--- config.mk ---
export PLATFORM = sky130hd
export DESIGN_NAME = inst_prefetch_unit
export DESIGN_NICKNAME = d
export VERILOG_FILES = /design/src/rtl/inst_prefetch_unit.sv
export SDC_FILE = /design/constraint.sdc
export NUM_CORES = 1
export LEC_CHECK = 0
export CORE_MARGIN = 2
export CORE_UTILIZATION = 45
export DETAILED_ROUTE_END_ITERATION = 10
export PLACE_DENSITY = 0.67
export RECOVER_POWER = 100
export SLEW_MARGIN = 10
export SYNTH_ARGS = -nofsm -noshare
export SYNTH_HDL_FRONTEND = slang
export SYNTH_SLANG_ARGS = --single-unit
--- constraint.sdc ---
create_clock -name clk -period 6.4 [get_ports clk]
set_clock_uncertainty 0.1 [all_clocks]
set_input_delay 0.96 -clock clk [delete_from_list [all_inputs] [get_ports clk]]
set_output_delay 0.96 -clock clk [all_outputs]
set_load 0.05 [all_outputs]
--- src/rtl/inst_prefetch_unit.sv ---
// Instruction fetch front-end: sequential req/ack reads from program memory
// into a first-word fall-through prefetch FIFO, with redirect, halt and OOB flag.
module inst_prefetch_unit #(
  parameter int ADDR_W    = 4,
  parameter int MEM_DEPTH = 16,
  parameter int DEPTH     = 4,
  parameter int INST_W    = 32
) (
  input  logic              clk,
  input  logic              sys_rst_n,
  output logic              imem_req,
  output logic [ADDR_W-1:0] imem_addr,
  input  logic              imem_ack,
  input  logic [INST_W-1:0] imem_rdata,
  output logic              inst_valid,
  output logic [INST_W-1:0] inst_data,
  output logic [ADDR_W-1:0] inst_pc,
  input  logic              inst_ready,
  input  logic              redirect,
  input  logic [ADDR_W-1:0] redirect_pc,
  input  logic              halt,
  output logic              fetch_oob
);

  localparam int PW = $clog2(DEPTH);
  localparam int CW = PW + 1;
  localparam logic [ADDR_W:0] PC_END   = (ADDR_W+1)'(MEM_DEPTH);
  localparam logic [CW-1:0]   CNT_FULL = CW'(DEPTH);

  typedef enum logic [1:0] {
    S_IDLE,
    S_ISSUE,
    S_DRAIN,
    S_OOB
  } state_t;

  state_t            state;
  logic [ADDR_W:0]   fetch_pc;
  logic [ADDR_W:0]   pc_after;
  logic [ADDR_W:0]   redir_pc;
  logic [CW-1:0]     count;
  logic [CW-1:0]     count_after;
  logic [PW-1:0]     wr_ptr;
  logic [PW-1:0]     rd_ptr;
  logic [INST_W-1:0] data_mem [DEPTH];
  logic [ADDR_W-1:0] pc_mem   [DEPTH];
  logic              pending;
  logic              ack_hit;
  logic              push;
  logic              pop;
  logic              issue_ok;
  logic              redir_ok;

  assign pending     = imem_req & ~imem_ack;
  assign ack_hit     = imem_req & imem_ack;
  assign push        = ack_hit & (state == S_ISSUE) & ~redirect;
  assign pop         = inst_valid & inst_ready & ~redirect;
  assign count_after = count + CW'(push) - CW'(pop);
  assign pc_after    = (push && (fetch_pc != PC_END)) ? fetch_pc + (ADDR_W+1)'(1) : fetch_pc;

  // Space is reserved at issue time, so an outstanding request can always push.
  assign issue_ok = ~halt & (count_after < CNT_FULL) & (pc_after < PC_END);
  assign redir_pc = {1'b0, redirect_pc};
  assign redir_ok = ~halt & (redir_pc < PC_END);

  assign inst_valid = (count != '0);
  assign inst_data  = inst_valid ? data_mem[rd_ptr] : '0;
  assign inst_pc    = inst_valid ? pc_mem[rd_ptr]   : '0;

  always_ff @(posedge clk) begin
    if (push) begin
      data_mem[wr_ptr] <= imem_rdata;
      pc_mem[wr_ptr]   <= imem_addr;
    end
  end

  always_ff @(posedge clk or negedge sys_rst_n) begin
    if (!sys_rst_n) begin
      state     <= S_IDLE;
      fetch_pc  <= '0;
      count     <= '0;
      wr_ptr    <= '0;
      rd_ptr    <= '0;
      imem_req  <= 1'b0;
      imem_addr <= '0;
      fetch_oob <= 1'b0;
    end else if (redirect) begin
      fetch_pc <= redir_pc;
      count    <= '0;
      wr_ptr   <= '0;
      rd_ptr   <= '0;
      // A request already on the bus must complete; its data is thrown away.
      if (pending) begin
        state <= S_DRAIN;
      end else begin
        state     <= S_ISSUE;
        imem_req  <= redir_ok;
        imem_addr <= redirect_pc;
      end
    end else begin
      count    <= count_after;
      fetch_pc <= pc_after;
      if (push) wr_ptr <= wr_ptr + PW'(1);
      if (pop)  rd_ptr <= rd_ptr + PW'(1);
      case (state)
        S_IDLE: begin
          state     <= S_ISSUE;
          imem_req  <= issue_ok;
          imem_addr <= pc_after[ADDR_W-1:0];
        end
        S_ISSUE: begin
          if (!pending) begin
            if (!imem_req && (fetch_pc == PC_END) && (count == '0)) begin
              state     <= S_OOB;
              fetch_oob <= 1'b1;
              imem_req  <= 1'b0;
            end else begin
              imem_req  <= issue_ok;
              imem_addr <= pc_after[ADDR_W-1:0];
            end
          end
        end
        S_DRAIN: begin
          if (imem_ack) begin
            state     <= S_ISSUE;
            imem_req  <= issue_ok;
            imem_addr <= fetch_pc[ADDR_W-1:0];
          end
        end
        S_OOB: begin
          imem_req <= 1'b0;
        end
        default: begin
          state    <= S_IDLE;
          imem_req <= 1'b0;
        end
      endcase
    end
  end

endmodule
# --- After elaboration in Yosys (flattened, before gate mapping) ---
# Memory sizes are Yosys's and may differ from the RTL's.
# Cells that the tools add are included.
# Widths: inputs -> output; s select.
classes:
  n_div: 0
  reduce_logical: 14
  bitwise: 13
  muxes: 29
  shifts: 0
  n_mul: 0
  magnitude_cmp: 3
  addsub: 5
  eq_ne: 11
op_table:
  columns: ["operator", "count"]
  rows:
  - ["$mux 32", 1]
  - ["$mux 4", 6]
  - ["$mux 2", 9]
  - ["$pmux 4 s3", 1]
  - ["$mux 5", 2]
  - ["$and 1x1->1", 9]
  - ["$ne 3x3->1 const B", 3]
  - ["$reduce_and 4->1", 2]
  - ["$mux 1", 7]
  - ["$pmux 2 s3", 1]
  - ["$add 5x1->5 const B", 1]
  - ["$eq 5x5->1 const B", 1]
  - ["$lt 4x5->1 const B", 1]
  - ["$lt 5x5->1 const B", 1]
  - ["$ne 5x5->1 const B", 1]
  - ["$reduce_and 5->1", 1]
  - ["$add 2x1->2 const B", 2]
  - ["$eq 2x2->1 const B", 2]
  - ["$ne 2x2->1 const B", 2]
  - ["$not 1->1", 4]
  - ["$pmux 1 s4", 1]
  - ["$reduce_bool 2->1", 2]
  - ["$reduce_bool 4->1", 1]
  - ["$add 3x1->3", 1]
  - ["11 further kinds", 13]
word_totals:
  ramBits: 144
  latch_bits: 0
  n_memories: 2
  rom_bits: 0
  wordCells: 85
  register_bits: 20
  input_bits: 42
  out_inout_bits: 43
mem_list:
  columns: ["name", "words", "word_bits", "rd", "rd_clocked_by_memory_dff", "write_ports", "line_no", "source"]
  rows:
  - ["data_mem", 4, 32, 1, 0, 1, "45", "logic [INST_W-1:0] data_mem [DEPTH];"]
  - ["pc_mem", 4, 4, 1, 0, 1, "46", "logic [ADDR_W-1:0] pc_mem [DEPTH];"]

# --- Longest topological paths before layout ---
# Gate-level depths: netlist of run 1.
logic_depth:
  ltp_word: 12
  mapped_depth: 14
  ltp_nobuf: 12

# --- Worst setup path before layout of run 1 ---
# Ideal clock, no wire load.
synth_path:
  path_kind: "input-to-reg"
  startpoint: "input redirect"
  endpoint: "register imem_req"
  arrival_time_ns: 2.921
  setup_slack_ns: 3.268
  required_time_ns: 6.190
  setup_time_ns: 0.110
  stages: 12
  path_cell_list: "buf_2 > clkbuf_1 > nor2_1 > ha_1 > inv_1 > ha_1 > inv_1 > fa_1 > xor2_1 > and2_1 > nor3_1 > o41ai_1"
synth_via:
  elab_chain_len: 11
synth_lines:
  columns: ["element", "line_no", "source"]
  rows:
  - ["start: declaration", "19", "input logic redirect,"]
  - ["$not 1->1 (no line)", null, null]
  - ["$and 1x1->1", "56", "assign push = ack_hit & (state == S_ISSUE) & ~redirect;"]
  - ["$add 3x1->3", "58", "assign count_after = count + CW'(push) - CW'(pop);"]
  - ["$sub 3x1->3", "58", null]
  - ["$lt 3x3->1", "62", "assign issue_ok = ~halt & (count_after < CNT_FULL) & (pc_after < PC_END);"]
  - ["$and 1x1->1 (2 in series)", "62", null]
  - ["$mux 1", "113", "if (!imem_req && (fetch_pc == PC_END) && (count == '0)) begin"]
  - ["$mux 1", "112", "if (!pending) begin"]
  - ["$pmux 1 s4", "105", "case (state)"]
  - ["$mux 1", "87", "end else if (redirect) begin"]
  - ["end signal: assignment", "97", "imem_req <= redir_ok;"]
  - ["end signal: assignment", "108", "imem_req <= issue_ok;"]
  - ["end signal: assignment", "118", "imem_req <= issue_ok;"]
  - ["end: declaration", "11", "output logic imem_req,"]
# Parallel ways exist; a longest one is shown, timed or not. The select of a mux whose other input is x is not followed.
# A chain may end at the register's enable or synchronous reset.

# --- Worst setup path after layout of run 1 ---
layout_path:
  startpoint: "register rd_ptr[1]"
  endpoint: "output inst_pc[2]"
layout_via:
  elab_chain_len: 2
layout_lines:
  columns: ["element", "line_no", "source"]
  rows:
  - ["start: declaration", "44", "logic [PW-1:0] rd_ptr;"]
  - ["start signal: assignment", "104", "if (pop) rd_ptr <= rd_ptr + PW'(1);"]
  - ["$mem_v2 4x4", null, null]
  - ["$mux 4", "68", "assign inst_pc = inst_valid ? pc_mem[rd_ptr] : '0;"]
  - ["end: declaration", "17", "output logic [ADDR_W-1:0] inst_pc,"]
# Every way passes these cells.

==> results of run 1 <==
==> synthesized netlist by cell type (all sizes together) <==
master   instances
a21oi            4
a22oi            1
a31oi            4
and2            37
and3             4
and4b            1
buf              8
clkbuf          10
dfrtp           20
edfxtp         144
fa               1
ha               8
inv             10
mux2             4
mux4            36
nand2            6
nand3            5
nand4b           1
nand4bb          1
nor2            11
nor2b            3
nor3             2
nor4bb           1
o211a            1
o211ai           2
o21a             1
o21ai            7
o41ai            1
or2              1
or2b             1
or3              3
or3b             1
or4              2
xor2             4
==> sequential cells by signal, indices dropped and copies added (netlist names) <==
name and count:
count 3, data_mem 128, fetch_oob 1, fetch_pc 5
imem_addr 4, imem_req 1, pc_mem 16, rd_ptr 2
state 2, wr_ptr 2
==> per-layer routing <==
layer  wire, um  vias up  GRT usage [%]  share of wire, %
met5          0        -              0                 0
met1       5360     1739           21.8                44
met2       6080       80           27.1                50
li1           -     1522              -                 -
met3        535        7           4.64               4.4
met4        102        0           4.36              0.84
==> layout by cell type, fill, tap and decap left out, drive strengths merged, types with 2 or more instances in the layout <==
| cell | instances |
|---|---|
| bufinv | 2 |
| and2 | 37 |
| dlygate4sd3 | 77 |
| mux4 | 36 |
| inv | 10 |
| clkinv | 8 |
| a21oi | 4 |
| edfxtp | 144 |
| o211ai | 2 |
| dfrtp | 20 |
| and3 | 4 |
| ha | 8 |
| nand2 | 6 |
| clkbuf | 19 |
| o21ai | 7 |
| nor3 | 2 |
| or4 | 2 |
| xor2 | 4 |
| nor2 | 11 |
| or3 | 3 |
| nand3 | 5 |
| nor2b | 3 |
| clkdlybuf4s50 | 7 |
| mux2 | 4 |
| a31oi | 4 |
| clkinvlp | 3 |
==> worst max-delay path by stage <==
stage,slack (ns),startpoint,endpoint
after floorplan,3.27,redirect,imem_req
after global placement,2.52,imem_ack,imem_req
after detailed placement,2.43,imem_ack,imem_req
after CTS,2.28,rd_ptr[0],inst_pc[2]
after global routing,1.66,rd_ptr[1],inst_data[25]
final,1.88,rd_ptr[1],inst_pc[2]
==> logic make-up after synthesis <==
group | Yosys count
compound gates | 21
xor+xnor | 4
fa+ha+maj | 9
buf+inv | 28
flops | 164
mux | 40
simple gates | 80
==> cell type report <==
type | instances | area [um^2] | share of cell area [%]
clock buffers | 19 | 433 | 5.34
inverters | 10 | 37.5 | 0.463
repair buffers | 85 | 848 | 10.5
clock inverters | 13 | 116 | 1.44
multi-input cells | 154 | 1620 | 19.9
flip-flops and latches | 164 | 4830 | 59.5
well taps | 184 | 230 | 2.84
==> where the power goes <==
group          switching [mW]  total, mW  internal, mW
Sequential             0.0709       1.32          1.25
Clock                   0.383      0.948         0.565
Combinational           0.920       1.42         0.497
Total                    1.37       3.68          2.31
==> through the flow <==
step	hold slack, ns	worst slack [ns]	utilization [%]	power, mW
final	0.366	1.88	56.4	3.68
after global routing	0.396	1.66	56.4	3.86
after CTS	0.375	2.28	56.5	3.79
after detailed placement	0.354	2.43	52.7	2.84
after global placement	0.350	2.52	52.7	2.84
after floorplan	0.436	3.27	-	2.37
==> out/summary.txt, run 1 <==
Status = finished with violations
Failing checks = capacitance limit, slew limit
Syn nets = 397
DR vias = 3348
Crit path required time = 5.34 ns
Core area = 14400 um^2
Slew @ Worst Pin = 1.99 ns
PwrDens = 454 nW/um^2
Worst hold path endpoint = fetch_oob
Xor-xnor portion of the synthesized cell area = 0.534%
RSZ-0062 raised after global routing = no
# DRC = 0
Drt via density = 5.32
Largest area contributor in the netlist = edfxtp_1
HP Class = flop to flop
Fin. Hold Viols = 0
First-pass GRT wire length = 19300 um
Crit-path cells = mux4_2 -> and2_1 -> dlygate4sd3_1
R2R Setup Slk = 3.29 ns
Slew HR = -32.4%
LEAKAGE = 2.79 nW
Sequential area share after synthesis = 73.6%
First DRT Iteration DRCs = 216
Boundary pin count = 85
Crit Path Class = flop to output pin
Nets = 483
Crit share post-route = 70.6%
Design Area, Final = 8110 um^2
Drt total wl = 12100 um
Tot GR Track Use = 16.5%
Full die area = 15600 um^2
Placed cells = 597
Critical path endpoint category = output pin
CTS Root Cell = clkbuf_16
Synthesized-area fraction occupied by adder cells = 1.83%
Synth Area in Simple Gates = 7.31%
FF-to-FF Start = count[1]
Reg2Reg Depth = 12
Maxcap violations = 5
Placement row count = 44
Non-filler instance count after layout = 629
Placed inst area = 7570 um^2
Hold depth = 1
DR WL/cell = 19.2 um
Largest stage delay, worst path = 1.52 ns
Initial antenna violation count = 0
Resize count post-CTS = 0
WP depth = 3
Fraction of layout instances using a drive strength above 1 = 14.8%
Top cell type's share of synthesized area = 66.0%
Fill cell count = 1107
Final GP Congestion = 0.759
Synth Area in Compound Gates = 1.97%
Area growth syn-to-layout = 23.6%
Yosys warns = 0
Tmin final = 4.52 ns
Syn_area_per_cell = 18.9 um^2
Crit-path leading delay family = flip-flops
Arr. time, crit path = 3.46 ns
Vias in the first global route = 3509
Drt first pass iters = 4
Clk slew on worst S/H paths = 0.06 ns
Hold path start = fetch_oob
CP max stage cell = dfrtp_1
Post-CTS Hold Fix Bufs = 0
Final setup violation count = 0
IO Port Bufs = 84
Worst path bufs/invs = 1
Routed Antenna Nets = 0
Fmax = 0.221 GHz
Startpoint Class = flop
DP Wirelength = 7060 um
Ant. Diodes = 0
Mux cell area share after synthesis = 13.1%
Top cells by area, synth = edfxtp_1 66%, mux4_2 12%, dfrtp_1 7.6%
Worst R2R End = imem_req
Yosys cell types = 37
Fin Setup TNS = 0 ns
Area of the mapped netlist = 6560 um^2
Flops & latches, synth = 164
Syn Inst Count = 346
Clock Latency Late Sink = 0.41 ns
Clock Sinks = 164
# H-tree levels = 4
Initial cell density of the core = 45.6%
Main combinational cell family by area after synthesis = multiplexers
CTS tree = built
Peak supply drop = 0.000262 V
Die Height = 125 um
Setup Fix Bufs, Post-CTS = 0
Slew Limit Fails = 186
CP max FO = 37
Largest net degree at the start of global routing = 42
Grt ovf = 0
Total CTS buffers = 17
Chip width = 125 um
Clk buf depth = 2
(Power assumes the default switching activity.)
==> run 2: changes to the inputs <==
clock period = 4.75 ns   (was 6.4 ns; I/O delays follow)
==> out/summary.txt, run 2 (synthesized netlist as in run 1, its figures left out) <==
Status = finished with violations
Failing checks = capacitance limit, slew limit
FF-to-FF Start = count[1]
Tmin final = 3.88 ns
Initial cell density of the core = 45.6%
Crit path required time = 3.94 ns
Crit Path Class = flop to output pin
Pre-CTS WS = 1.05 ns
Nets = 483
CTS tree = built
Boundary pin count = 85
HP Class = flop to flop
Fin. Hold Viols = 0
Full die area = 15600 um^2
Largest net degree at the start of global routing = 42
Arr. time, crit path = 3.06 ns
Reg2Reg Depth = 12
CP max FO = 41
R2R Setup Slk = 1.17 ns
Initial antenna violation count = 0
Fill cell count = 1093
Post-CTS Hold Fix Bufs = 0
DR WL/cell = 18.8 um
Max reg flops = 128
Critical path endpoint category = output pin
First DRT Iteration DRCs = 281
Core area = 14400 um^2
Worst Hold Slack = 0.378 ns
Clock Sinks = 164
Peak supply drop = 0.000380 V
Wire length on met2 = 5800 um
Commonest non-fill, non-tap cell in the layout = edfxtp_1
Worst hold path endpoint = fetch_oob
DP Wirelength = 6810 um
Final core utilization = 56.8%
WL met3 = 595 um
Maxcap violations = 4
Resize count post-CTS = 0
First-pass GRT wire length = 18800 um
# H-tree levels = 4
DR vias = 3344
Final GP Congestion = 0.803
PwrDens = 619 nW/um^2
Final setup violation count = 0
Clk slew on worst S/H paths = 0.05 ns
LEAKAGE = 2.83 nW
Total CTS buffers = 17
Placement row count = 44
Chip width = 125 um
Setup Fix Bufs, Post-CTS = 0
Hold path start = fetch_oob
Crit share post-route = 81.6%
CTS Root Cell = clkbuf_16
Fmax = 0.258 GHz
Register bank with the most flops = data_mem
Slew Limit Fails = 148
Clock Latency Late Sink = 0.41 ns
Drt total wl = 11800 um
Crit-path cells = or3_1 -> and2_1 -> dlygate4sd3_1
Drt via density = 5.32
Startpoint Class = flop
CP max stage cell = or3_1
Uppermost layer routed = met4
Area growth syn-to-layout = 24.6%
Wl on met1 = 5280 um
Worst Slack Setup Final = 0.873 ns
Slew @ Worst Pin = 1.91 ns
# DRC = 0
Hold depth = 1
Worst R2R End = imem_req
Most frequent cells in the layout = 144 x edfxtp_1, 78 x dlygate4sd3_1, 36 x mux4_2, 36 x and2_1, 18 x dfrtp_1
Fin Setup TNS = 0 ns
Die Height = 125 um
Routed Antenna Nets = 0
Clk buf depth = 2
Slew HR = -27.6%
Largest stage delay, worst path = 1.04 ns
IO Port Bufs = 84
Leading registers by flop count = data_mem (128), pc_mem (16), fetch_pc (5)
Fraction of layout instances using a drive strength above 1 = 14.8%
RSZ-0062 raised after global routing = no
Ant. Diodes = 0
Drt first pass iters = 4
Vias in the first global route = 3484
Tot GR Track Use = 16.1%
Total Power = 5.05 mW
Grt ovf = 0
run 2: changes by cell type in the layout (fill, tap and decap cells not counted), moves of 2 or more:
cell,before,now
clkinv_1,5,1
clkinvlp_4,3,0
clkinv_2,3,1
clkbuf_8,0,4
clkbuf_1,2,6
run 2: routing by layer:
metal  vias to the layer above  global-route usage (%)
li1                       1520                       -
met1                      1722                    21.6
met2                        87                    25.2
met3                        15                    4.85
met4                         0                    5.75
met5                         -                       0
run 2: where the power goes:
part	internal, mW	leakage (nW)	switching, mW
Clock	0.881	0.293	0.492
Combinational	0.670	0.995	1.20
Sequential	1.68	1.54	0.133
Total	3.23	2.83	1.82
run 2: how the worst max path moves through the flow:
stage / startpoint / endpoint / cells past startpoint
final: count[1] / inst_pc[2] / 3
after global routing: count[1] / inst_pc[2] / 3
after CTS: rd_ptr[0] / inst_pc[2] / 4
after detailed placement: imem_ack / imem_req / 13
after global placement: imem_ack / imem_req / 13
after floorplan: imem_req / imem_req / 13
run 2: layout make-up:
class | count | area, um^2 | share of cell area (%)
sequential | 164 | 4830 | 59.1
multi-input combinational | 154 | 1610 | 19.7
timing repair buffer | 85 | 861 | 10.5
clock buffer | 27 | 503 | 6.16
tap | 184 | 230 | 2.82
clock inverter | 5 | 98.8 | 1.21
inverter | 10 | 37.5 | 0.460
run 2: worst max-delay path, delay by kind of cell (launching register included):
kind / cells / cell delay [ns]
DFF: 1 / 0.41
and+or+nand+nor: 2 / 1.35
buffers and inverters: 1 / 0.88
run 2: stage by stage:
step                      instance area, um^2  cells
after global placement                   7580    597
after CTS                                8180    629
after floorplan                          6560    346
final                                    8170    629
after global routing                     8170    629
after detailed placement                 7580    597
==> run 3: changes to the inputs <==
PLACE_DENSITY = 0.7   (was 0.67)
clock period = 3.15 ns   (was 4.75 ns; I/O delays follow)
==> out/summary.txt, run 3 (synthesized netlist as in run 1, its figures left out) <==
CTS Root Cell = clkbuf_16
RSZ-0062 raised after global routing = no
Pre-CTS WS = 0.0553 ns
Setup Fix Bufs, Post-CTS = 0
Arr. time, crit path = 2.47 ns
Total CTS buffers = 17
Most frequent cells in the layout = 144 x edfxtp_1, 42 x dlygate4sd3_1, 36 x mux4_2, 29 x and2_1, 21 x clkbuf_2
Fmax = 0.329 GHz
Critical path endpoint category = output pin
Vias in the first global route = 3623
Crit-path cells = buf_12 -> mux4_2 -> and2_0 -> clkdlybuf4s50_1
Routed Antenna Nets = 0
Resize count post-CTS = 0
Final GP Congestion = 0.795
Total Power = 7.63 mW
Worst Hold Slack = 0.380 ns
Clock Sinks = 164
DR WL/cell = 18.7 um
First DRT Iteration DRCs = 265
PwrDens = 937 nW/um^2
Leading registers by flop count = data_mem (128), pc_mem (16), fetch_pc (5)
Drt total wl = 12100 um
# DRC = 0
Slew Limit Fails = 0
Post-CTS Hold Fix Bufs = 0
First-pass GRT wire length = 19200 um
CTS tree = built
Tot GR Track Use = 16.3%
Tmin final = 3.04 ns
Largest stage delay, worst path = 0.70 ns
HP Class = flop to flop
Crit share post-route = 96.6%
Max reg flops = 128
Slew HR = 38.7%
Clk buf depth = 2
Initial cell density of the core = 45.6%
Grt ovf = 0
Chip width = 125 um
Worst path bufs/invs = 2
Fin Setup TNS = 0 ns
Core area = 14400 um^2
Area growth syn-to-layout = 24.3%
IO Port Bufs = 84
Crit path required time = 2.58 ns
Register bank with the most flops = data_mem
CP max stage cell = clkdlybuf4s50_1
Fin. Hold Viols = 0
LEAKAGE = 2.81 nW
CP max FO = 25
# H-tree levels = 4
Peak supply drop = 0.000890 V
Full die area = 15600 um^2
Clk slew on worst S/H paths = 0.06 ns
Startpoint Class = flop
Crit-path leading delay family = buffers and inverters
Drt via density = 5.27
Drt first pass iters = 4
Final setup violation count = 0
Worst Slack Setup Final = 0.106 ns
Commonest non-fill, non-tap cell in the layout = edfxtp_1
Maxcap violations = 0
Crit Path Class = flop to output pin
DR vias = 3398
Placement row count = 44
Boundary pin count = 85
Fraction of layout instances using a drive strength above 1 = 22.4%
Die Height = 125 um
Slew @ Worst Pin = 0.916 ns
Nets = 498
Largest net degree at the start of global routing = 41
Clock Latency Late Sink = 0.43 ns
DP Wirelength = 7520 um
Initial antenna violation count = 1
Status = finished clean
-- run 3: cell types whose count changed in the layout (fill, tap and decap cells not counted), moves of 6 or more --
| cell | previous run | this run |
|---|---|---|
| dlygate4sd3_1 | 78 | 42 |
| and2_0 | 1 | 8 |
| clkbuf_2 | 0 | 21 |
| clkbuf_1 | 6 | 12 |
| and2_1 | 36 | 29 |
| clkdlybuf4s50_1 | 6 | 17 |
-- run 3: worst reg2reg max path: cells and delay by family, from the launching register on --
family | cells | cell delay, ns
simple gates | 5 | 0.76
compound gates | 1 | 0.32
flops | 1 | 0.42
buf+inv | 2 | 0.11
xor+xnor | 1 | 0.17
fa+ha+maj | 3 | 0.78
-- run 3: layout make-up --
| class | count | area, um^2 |
|---|---|---|
| Multi-Input combinational cell | 154 | 1620 |
| Timing Repair Buffer | 100 | 812 |
| Antenna cell | 1 | 2.50 |
| Clock buffer | 27 | 567 |
| Fill cell | 1093 | 6220 |
| Sequential cell | 164 | 4830 |
| Inverter | 10 | 37.5 |
| Clock inverter | 5 | 53.8 |
| Tap cell | 184 | 230 |
-- run 3: per-stage QoR --
stage               area, um^2  instances  utilization, %
floorplan                 6560        346               -
global placement          7680        612            53.4
finish                    8150        645            56.7
CTS                       8300        644            57.8
global route              8150        645            56.7
detailed placement        7680        612            53.4
-- run 3: path summary, 6_finish.rpt --
| kind | cells past startpoint | slack (ns) | from | end |
|---|---|---|---|---|
| max | 4 | 0.11 | rd_ptr[0] | inst_data[16] |
| min | 1 | 0.38 | fetch_oob | fetch_oob |
| max reg2reg | 12 | 0.39 | count[1] | imem_req |
| min reg2reg | 1 | 0.38 | fetch_oob | fetch_oob |
| max in group asynchronous | 1 | 1.80 | sys_rst_n | rd_ptr[1] |
| min in group asynchronous | 1 | 0.52 | sys_rst_n | state[1] |
-- run 3: routing by layer --
metal / part of all wire [%] / vias up / track usage [%]
met5: 0 / - / 0
met4: 1.7 / 0 / 5.88
met3: 5.5 / 16 / 5.37
met2: 50 / 91 / 26.7
met1: 43 / 1733 / 20.5
li1: - / 1558 / -
-- run 3: power by group --
group	internal, mW	switching, mW	leakage (nW)
registers	2.53	0.123	1.54
logic	0.959	1.91	0.962
clock network	1.32	0.788	0.310
total	4.81	2.82	2.81
